==> config.mk <==
export PLATFORM = sky130hd
export DESIGN_NAME = id_stage_flat
export DESIGN_NICKNAME = d
export VERILOG_FILES = /design/src/rtl/id_stage_pkg.sv /design/src/rtl/id_stage_if.sv /design/src/rtl/id_stage_reg_file.sv /design/src/rtl/id_stage.sv /design/src/flat_wrapper.sv
export SDC_FILE = /design/constraint.sdc
export NUM_CORES = 2
export LEC_CHECK = 0
export ABC_CLOCK_PERIOD_IN_PS = 6600
export CORE_UTILIZATION = 39
export DETAILED_ROUTE_END_ITERATION = 12
export GPL_TIMING_DRIVEN = 0
export PLACE_DENSITY = 0.61
export REMOVE_ABC_BUFFERS = 1
export SETUP_SLACK_MARGIN = 0.4
export SYNTH_ARGS = -nofsm -noshare
export SYNTH_HDL_FRONTEND = slang
export SYNTH_SLANG_ARGS = --single-unit
export TNS_END_PERCENT = 100
==> constraint.sdc <==
create_clock -name clk -period 6.6 [get_ports clk]
set_clock_uncertainty 0.2 [all_clocks]
set_input_delay 1.32 -clock clk [delete_from_list [all_inputs] [get_ports clk]]
set_output_delay 1.32 -clock clk [all_outputs]
set_load 0.01 [all_outputs]
==> src/rtl/id_stage_pkg.sv <==
// Shared decode-stage definitions: datapath sizes, reset instruction, opcodes
// and the immediate sign-extension helper.
package id_stage_pkg;

  localparam int          ID_DATA_W = 32;
  localparam int          ID_REG_AW = 5;
  localparam logic [31:0] NOP_INSTR = 32'h0000_0000;

  localparam logic [5:0] OP_RTYPE = 6'h00;
  localparam logic [5:0] OP_BEQ   = 6'h04;
  localparam logic [5:0] OP_BNE   = 6'h05;
  localparam logic [5:0] OP_LW    = 6'h23;
  localparam logic [5:0] OP_SW    = 6'h2B;

  function automatic logic [31:0] sign_ext16(input logic [15:0] v);
    return {{16{v[15]}}, v};
  endfunction

endpackage

==> src/rtl/id_stage_if.sv <==
// Fetch <-> decode link: instruction/PC+4 forward, PC control back to fetch.
interface id_stage_if #(
  parameter int DATA_W = 32
);
  logic [DATA_W-1:0] PCplus4_in;
  logic [DATA_W-1:0] instr_in;
  logic              PCWrite;
  logic              PCSrc;
  logic [DATA_W-1:0] PCBranch;

  modport master (
    output PCplus4_in, instr_in,
    input  PCWrite, PCSrc, PCBranch
  );

  modport slave (
    input  PCplus4_in, instr_in,
    output PCWrite, PCSrc, PCBranch
  );
endinterface

==> src/rtl/id_stage_reg_file.sv <==
// 2-read/1-write register file; $0 hardwired to zero, same-cycle write-through.
module id_stage_reg_file #(
  parameter int DATA_W = 32,
  parameter int REG_AW = 5
) (
  input  logic              clk,
  input  logic              rst_n,
  input  logic              we_i,
  input  logic [REG_AW-1:0] waddr_i,
  input  logic [DATA_W-1:0] wdata_i,
  input  logic [REG_AW-1:0] raddr0_i,
  input  logic [REG_AW-1:0] raddr1_i,
  output logic [DATA_W-1:0] rdata0_o,
  output logic [DATA_W-1:0] rdata1_o
);
  localparam int NREGS = 2 ** REG_AW;

  logic [DATA_W-1:0] regs_q [NREGS];

  // Register array write; $0 is never written
  always_ff @(posedge clk or negedge rst_n) begin
    if (!rst_n) begin
      for (int i = 0; i < NREGS; i++) begin
        regs_q[i] <= '0;
      end
    end else if (we_i && (waddr_i != '0)) begin
      regs_q[waddr_i] <= wdata_i;
    end
  end

  // Read port 0 with zero register and write-through bypass
  always_comb begin
    rdata0_o = '0;
    if (raddr0_i == '0) begin
      rdata0_o = '0;
    end else if (we_i && (waddr_i == raddr0_i)) begin
      rdata0_o = wdata_i;
    end else begin
      rdata0_o = regs_q[raddr0_i];
    end
  end

  // Read port 1 with zero register and write-through bypass
  always_comb begin
    rdata1_o = '0;
    if (raddr1_i == '0) begin
      rdata1_o = '0;
    end else if (we_i && (waddr_i == raddr1_i)) begin
      rdata1_o = wdata_i;
    end else begin
      rdata1_o = regs_q[raddr1_i];
    end
  end
endmodule

==> src/rtl/id_stage.sv <==
// Decode stage: IF/ID latch, register file, hazard detection and zero-cycle
// branch resolution driving PC control back to fetch.
module id_stage
  import id_stage_pkg::*;
#(
  parameter int                DATA_W = ID_DATA_W,
  parameter int                REG_AW = ID_REG_AW,
  parameter logic [DATA_W-1:0] NOP    = NOP_INSTR
) (
  input  logic              clk,
  input  logic              rst_n,
  id_stage_if.slave         fetch,
  input  logic              brk,
  input  logic              wb_we,
  input  logic [REG_AW-1:0] wb_addr,
  input  logic [DATA_W-1:0] wb_data,
  input  logic              ex_regwrite,
  input  logic              ex_memread,
  input  logic [REG_AW-1:0] ex_dst,
  input  logic              mem_regwrite,
  input  logic              mem_memread,
  input  logic [REG_AW-1:0] mem_dst,
  input  logic [DATA_W-1:0] mem_result,
  output logic              id_valid,
  output logic [DATA_W-1:0] id_pcplus4,
  output logic [DATA_W-1:0] id_instr,
  output logic [DATA_W-1:0] id_rs_data,
  output logic [DATA_W-1:0] id_rt_data,
  output logic [DATA_W-1:0] id_imm_ext,
  output logic [REG_AW-1:0] id_rs,
  output logic [REG_AW-1:0] id_rt,
  output logic [REG_AW-1:0] id_rd
);
  logic [DATA_W-1:0] instr_q, instr_d;
  logic [DATA_W-1:0] pc_q, pc_d;
  logic              valid_q, valid_d;

  logic [5:0]        opcode_s;
  logic [REG_AW-1:0] rs_s, rt_s;
  logic [DATA_W-1:0] rf_rs_s, rf_rt_s;
  logic [DATA_W-1:0] rs_cmp_s, rt_cmp_s;
  logic [DATA_W-1:0] imm_ext_s;
  logic              is_beq_s, is_bne_s;
  logic              load_use_s, br_stall_s, stall_s, eq_s, pcsrc_s;

  assign opcode_s  = instr_q[31:26];
  assign rs_s      = instr_q[25:21];
  assign rt_s      = instr_q[20:16];
  assign imm_ext_s = sign_ext16(instr_q[15:0]);
  assign is_beq_s  = (opcode_s == OP_BEQ);
  assign is_bne_s  = (opcode_s == OP_BNE);

  id_stage_reg_file #(
    .DATA_W (DATA_W),
    .REG_AW (REG_AW)
  ) u_reg_file (
    .clk      (clk),
    .rst_n    (rst_n),
    .we_i     (wb_we),
    .waddr_i  (wb_addr),
    .wdata_i  (wb_data),
    .raddr0_i (rs_s),
    .raddr1_i (rt_s),
    .rdata0_o (rf_rs_s),
    .rdata1_o (rf_rt_s)
  );

  // Hazard detection and branch operand forwarding from a non-load MEM result
  always_comb begin
    load_use_s = ex_memread && (ex_dst != '0) && ((ex_dst == rs_s) || (ex_dst == rt_s));
    br_stall_s = (is_beq_s || is_bne_s) &&
                 ((ex_regwrite && (ex_dst != '0) && ((ex_dst == rs_s) || (ex_dst == rt_s))) ||
                  (mem_memread && (mem_dst != '0) && ((mem_dst == rs_s) || (mem_dst == rt_s))));
    stall_s    = valid_q && (load_use_s || br_stall_s);

    if (mem_regwrite && !mem_memread && (mem_dst != '0) && (mem_dst == rs_s)) begin
      rs_cmp_s = mem_result;
    end else begin
      rs_cmp_s = rf_rs_s;
    end
    if (mem_regwrite && !mem_memread && (mem_dst != '0) && (mem_dst == rt_s)) begin
      rt_cmp_s = mem_result;
    end else begin
      rt_cmp_s = rf_rt_s;
    end

    eq_s    = (rs_cmp_s == rt_cmp_s);
    pcsrc_s = valid_q && !stall_s && ((is_beq_s && eq_s) || (is_bne_s && !eq_s));
  end

  // IF/ID next state: break flush beats branch flush beats stall hold
  always_comb begin
    instr_d = instr_q;
    pc_d    = pc_q;
    valid_d = valid_q;
    if (brk || pcsrc_s) begin
      instr_d = NOP;
      valid_d = 1'b0;
    end else if (stall_s) begin
      instr_d = instr_q;
      valid_d = valid_q;
    end else begin
      instr_d = fetch.instr_in;
      pc_d    = fetch.PCplus4_in;
      valid_d = 1'b1;
    end
  end

  // IF/ID pipeline latch
  always_ff @(posedge clk or negedge rst_n) begin
    if (!rst_n) begin
      instr_q <= NOP;
      pc_q    <= '0;
      valid_q <= 1'b0;
    end else begin
      instr_q <= instr_d;
      pc_q    <= pc_d;
      valid_q <= valid_d;
    end
  end

  assign fetch.PCWrite  = !stall_s;
  assign fetch.PCSrc    = pcsrc_s;
  assign fetch.PCBranch = pc_q + {imm_ext_s[DATA_W-3:0], 2'b00};

  assign id_valid   = valid_q && !stall_s;
  assign id_pcplus4 = pc_q;
  assign id_instr   = instr_q;
  assign id_rs_data = rf_rs_s;
  assign id_rt_data = rf_rt_s;
  assign id_imm_ext = imm_ext_s;
  assign id_rs      = rs_s;
  assign id_rt      = rt_s;
  assign id_rd      = instr_q[15:11];
endmodule

==> src/flat_wrapper.sv <==
// flat-port wrapper written by rule: the top's interface ports become plain ports
module id_stage_flat import id_stage_pkg::*;
#(
  parameter int                DATA_W = ID_DATA_W,
  parameter int                REG_AW = ID_REG_AW,
  parameter logic [DATA_W-1:0] NOP    = NOP_INSTR
)
  (clk, rst_n, brk, wb_we, wb_addr, wb_data, ex_regwrite, ex_memread, ex_dst, mem_regwrite, mem_memread, mem_dst, mem_result, id_valid, id_pcplus4, id_instr, id_rs_data, id_rt_data, id_imm_ext, id_rs, id_rt, id_rd, fetch_PCplus4_in, fetch_instr_in, fetch_PCWrite, fetch_PCSrc, fetch_PCBranch);
  id_stage_if #(.DATA_W(DATA_W)) fetch_i ();
  input  logic clk;
  input  logic rst_n;
  input  logic brk;
  input  logic wb_we;
  input  logic [REG_AW-1:0] wb_addr;
  input  logic [DATA_W-1:0] wb_data;
  input  logic ex_regwrite;
  input  logic ex_memread;
  input  logic [REG_AW-1:0] ex_dst;
  input  logic mem_regwrite;
  input  logic mem_memread;
  input  logic [REG_AW-1:0] mem_dst;
  input  logic [DATA_W-1:0] mem_result;
  output logic id_valid;
  output logic [DATA_W-1:0] id_pcplus4;
  output logic [DATA_W-1:0] id_instr;
  output logic [DATA_W-1:0] id_rs_data;
  output logic [DATA_W-1:0] id_rt_data;
  output logic [DATA_W-1:0] id_imm_ext;
  output logic [REG_AW-1:0] id_rs;
  output logic [REG_AW-1:0] id_rt;
  output logic [REG_AW-1:0] id_rd;
  input wire logic [$bits(fetch_i.PCplus4_in)-1:0] fetch_PCplus4_in;
  input wire logic [$bits(fetch_i.instr_in)-1:0] fetch_instr_in;
  output wire logic [$bits(fetch_i.PCWrite)-1:0] fetch_PCWrite;
  output wire logic [$bits(fetch_i.PCSrc)-1:0] fetch_PCSrc;
  output wire logic [$bits(fetch_i.PCBranch)-1:0] fetch_PCBranch;
  assign fetch_i.PCplus4_in = fetch_PCplus4_in;
  assign fetch_i.instr_in = fetch_instr_in;
  assign fetch_PCWrite = fetch_i.PCWrite;
  assign fetch_PCSrc = fetch_i.PCSrc;
  assign fetch_PCBranch = fetch_i.PCBranch;
  id_stage #(.DATA_W(DATA_W), .REG_AW(REG_AW), .NOP(NOP)) u_core (.clk(clk), .rst_n(rst_n), .fetch(fetch_i), .brk(brk), .wb_we(wb_we), .wb_addr(wb_addr), .wb_data(wb_data), .ex_regwrite(ex_regwrite), .ex_memread(ex_memread), .ex_dst(ex_dst), .mem_regwrite(mem_regwrite), .mem_memread(mem_memread), .mem_dst(mem_dst), .mem_result(mem_result), .id_valid(id_valid), .id_pcplus4(id_pcplus4), .id_instr(id_instr), .id_rs_data(id_rs_data), .id_rt_data(id_rt_data), .id_imm_ext(id_imm_ext), .id_rs(id_rs), .id_rt(id_rt), .id_rd(id_rd));
endmodule
==> metrics.txt <==
CTS buffer count=131; die area=160000 um^2; CP Class=input pin to output pin; first-pass GRT wire length=338000 um; post-route cell area=74600 um^2; met1 Use GR=0.398; post-synthesis sequential area ratio=0.442; total grt overflow=0; simple-gate portion of the synthesized area=0.0344; max cap viols=0; status=complete, but fails checks; worst vdd ir=0.000226 V; largest net degree at the start of global routing=172; GPL Wtd Cong=0.856; DRC=0; predominant post-synthesis flop cell=dfrtp_1; headroom to the max-slew limit=0.107; Static Leakage=0.0314 uW; crit start category=input pin; count of pins over their slew limit=0; 1st-iter DRT viols=5125; EDFF count, synth=0; vias post-DR=44160; Tcrit/Tclk final=1.09; Initial Util=0.394; vias in the first global route=43982; CTS tree=done; worst hold stages=0; Fmax achieved=139 MHz; DP Area=68000 um^2; Hold WC Path Type=flop to flop; fill count=13597; Pre-Repair DR Iteration Count=6; Antenna Nets Post-Route=0; top post-synthesis cells by count=dfrtp_1, mux2_2, mux4_2; CP Data Arrival Time=5.67 ns; CTS root buf=clkbuf_16; worst reg-to-reg path cell count=16; unrepaired setup endpoints after global routing=yes; Least-Margin Pin Slew=1.34 ns; GRT busiest layer=met2; Final HPWL DP=145000 um; CP required=5.08 ns; Syn Area/Cell=14.0 um^2; r2r setup slk=0.51 ns; Ys Warns=0; CTS Sinks=1089; Worst setup EP type=output pin; Fin. Hold Viols=0; Via density=6.52; final setup TNS=-0.589 ns; largest family of logic cells by synthesized area=multiplexers; post-synthesis mux area share=0.394; share of cells above drive strength 1=0.451; Total Wirelength=240000 um; # setup viols final=1; met3 Track Usage GR=0.0902; area delta synth->final=20.9%; Skew-Pair Late Insertion Delay=0.79 ns; Async S/R FF share, synth=1.00; synth top area cells=dfrtp_1, mux4_2, mux2_2, mux2i_1, clkbuf_1; Top Ports=361; Post-Synth Adder-Cell Area=0.00620; min Tclk post-route=7.19 ns; Synth Area in Compound Gates=0.0654; Cells after Synth=4400; Layout Nets=4793; die width=400 um; core region area=157000 um^2; FF+latch count, synth=1089; most area-hungry cell type in the Yosys netlist=dfrtp_1; Worst-path clk slew=0.05 ns; Post-Syn Area=61700 um^2; violated checks=setup timing; wire length per cell=35.5 um; post-synth cell types=91; gr usage total=0.300; crit path max fanout=18; post-synth top area share=0.442; die height=400 um; num rows=145; clk buf depth=3; IO buf count=360; met2 Use GR=0.448; initial antenna violation count=19; post-route setup slack=-0.589 ns; post-synthesis xor/xnor area fraction=0.0115; most frequent cell after synthesis=dfrtp_1; htree depth=4; Power per Cell Area=315 nW/um^2
## metal layers
layer | up-vias | share of wire
met5 | - | 0.00040
met4 | 16 | 0.051
met3 | 552 | 0.11
met2 | 2477 | 0.44
met1 | 23742 | 0.40
li1 | 17373 | -
## cell families after synthesis
group                    Yosys count
multiplexers                    1657
flip-flops                      1089
AO/OA/AOI/OAI                    559
buffers and inverters            550
AND/OR/NAND/NOR                  434
XOR/XNOR                          81
adder cells (fa/ha/maj)           30
## cell usage in the layout (no fill, tap or decap), types with 18 or more instances in the layout
cell / netlist / layout
bufbuf_16: 0 / 19
a211oi_1: 27 / 22
nand2_4: 0 / 18
mux2_2: 996 / 996
clkbuf_16: 0 / 133
o22ai_1: 40 / 36
clkbuf_8: 0 / 25
nor2b_1: 26 / 18
a22o_1: 52 / 52
buf_4: 93 / 71
xor2_1: 34 / 32
inv_1: 44 / 41
o211ai_1: 24 / 24
mux2_4: 28 / 28
nor2_1: 102 / 68
nand2_1: 123 / 104
a22oi_1: 79 / 74
ha_1: 29 / 29
nor3_1: 44 / 40
nand3_1: 28 / 26
mux2i_1: 127 / 125
xnor2_1: 47 / 46
a21oi_1: 73 / 61
o21ai_0: 83 / 69
clkbuf_1: 262 / 33
dfrtp_1: 1089 / 1079
mux4_2: 506 / 506
clkdlybuf4s50_1: 0 / 349
buf_12: 8 / 53
nor2_4: 0 / 26
buf_16: 0 / 62
## worst paths after layout
check | from | to
min | u_core.u_reg_file.regs_q[998] | u_core.u_reg_file.regs_q[998]
max | wb_addr[2] | fetch_PCSrc
max reg2reg | u_core.id_instr[22] | u_core.id_pcplus4[15]
max in group asynchronous | rst_n | u_core.u_reg_file.regs_q[330]
min in group asynchronous | rst_n | u_core.u_reg_file.regs_q[465]
min reg2reg | u_core.u_reg_file.regs_q[998] | u_core.u_reg_file.regs_q[998]
## state kept, by name, indices dropped and copies added, names as in the netlist
| signal | flops |
|---|---|
| u_core.u_reg_file.regs_q | 1024 |
| u_core.id_pcplus4 | 32 |
| u_core.valid_q | 1 |
| u_core.id_instr | 32 |
## critical path, cell delays in order
cell           delay [ns]
dlygate4sd2_1        0.51
xnor2_1              0.14
nand2_1              0.38
or2_4                0.29
buf_4                0.15
bufbuf_16            0.35
o21ai_0              0.13
nor2_2               0.43
o2bb2ai_1            0.18
a21oi_1              0.09
a21oi_1              0.42
nand4_1              0.24
a2111oi_4            0.34
buf_6                0.18
nand2_4              0.06
xor2_2               0.15
nor2_2               0.12
buf_2                0.16
## per-stage QoR
step                      std cells  utilization  power (uW)  worst slack (ns)  hold WS, ns
final                          6776        0.476       23500            -0.589        0.195
after global routing           6775        0.476       24400            -0.646        0.206
after CTS                      6764        0.475       23400            -0.395        0.196
after detailed placement       6419        0.434       15600             -3.21        0.184
after global placement         6317        0.416       16100            -47.31        0.176
after floorplan                3899            -       13200             -8.76        0.165
## power by group
| part | total [uW] | leakage, uW | switching [uW] | internal, uW |
|---|---|---|---|---|
| Clock | 7380 | 0.00213 | 3080 | 4300 |
| Sequential | 8910 | 0.0139 | 979 | 7930 |
| Combinational | 7210 | 0.0154 | 3360 | 3850 |
## area by class of cell
type	count	area (um^2)	share of cell area
diodes	7	17.5	0.000235
clock buffers	191	3800	0.0509
clock inverters	41	559	0.00749
inverters	49	231	0.00310
multi-input cells	2764	32500	0.435
flip-flops and latches	1089	27300	0.366
well taps	2058	2570	0.0345
repair buffers	577	7670	0.103
## timing repair
action	4_1_cts	5_1_grt
gates cloned	23	1
hold buffers	0	0
setup endpoints to repair	147	79
pin swaps	34	7
setup buffers	90	4
resized for setup	161	15
Power figures use the tool's default switching activity.
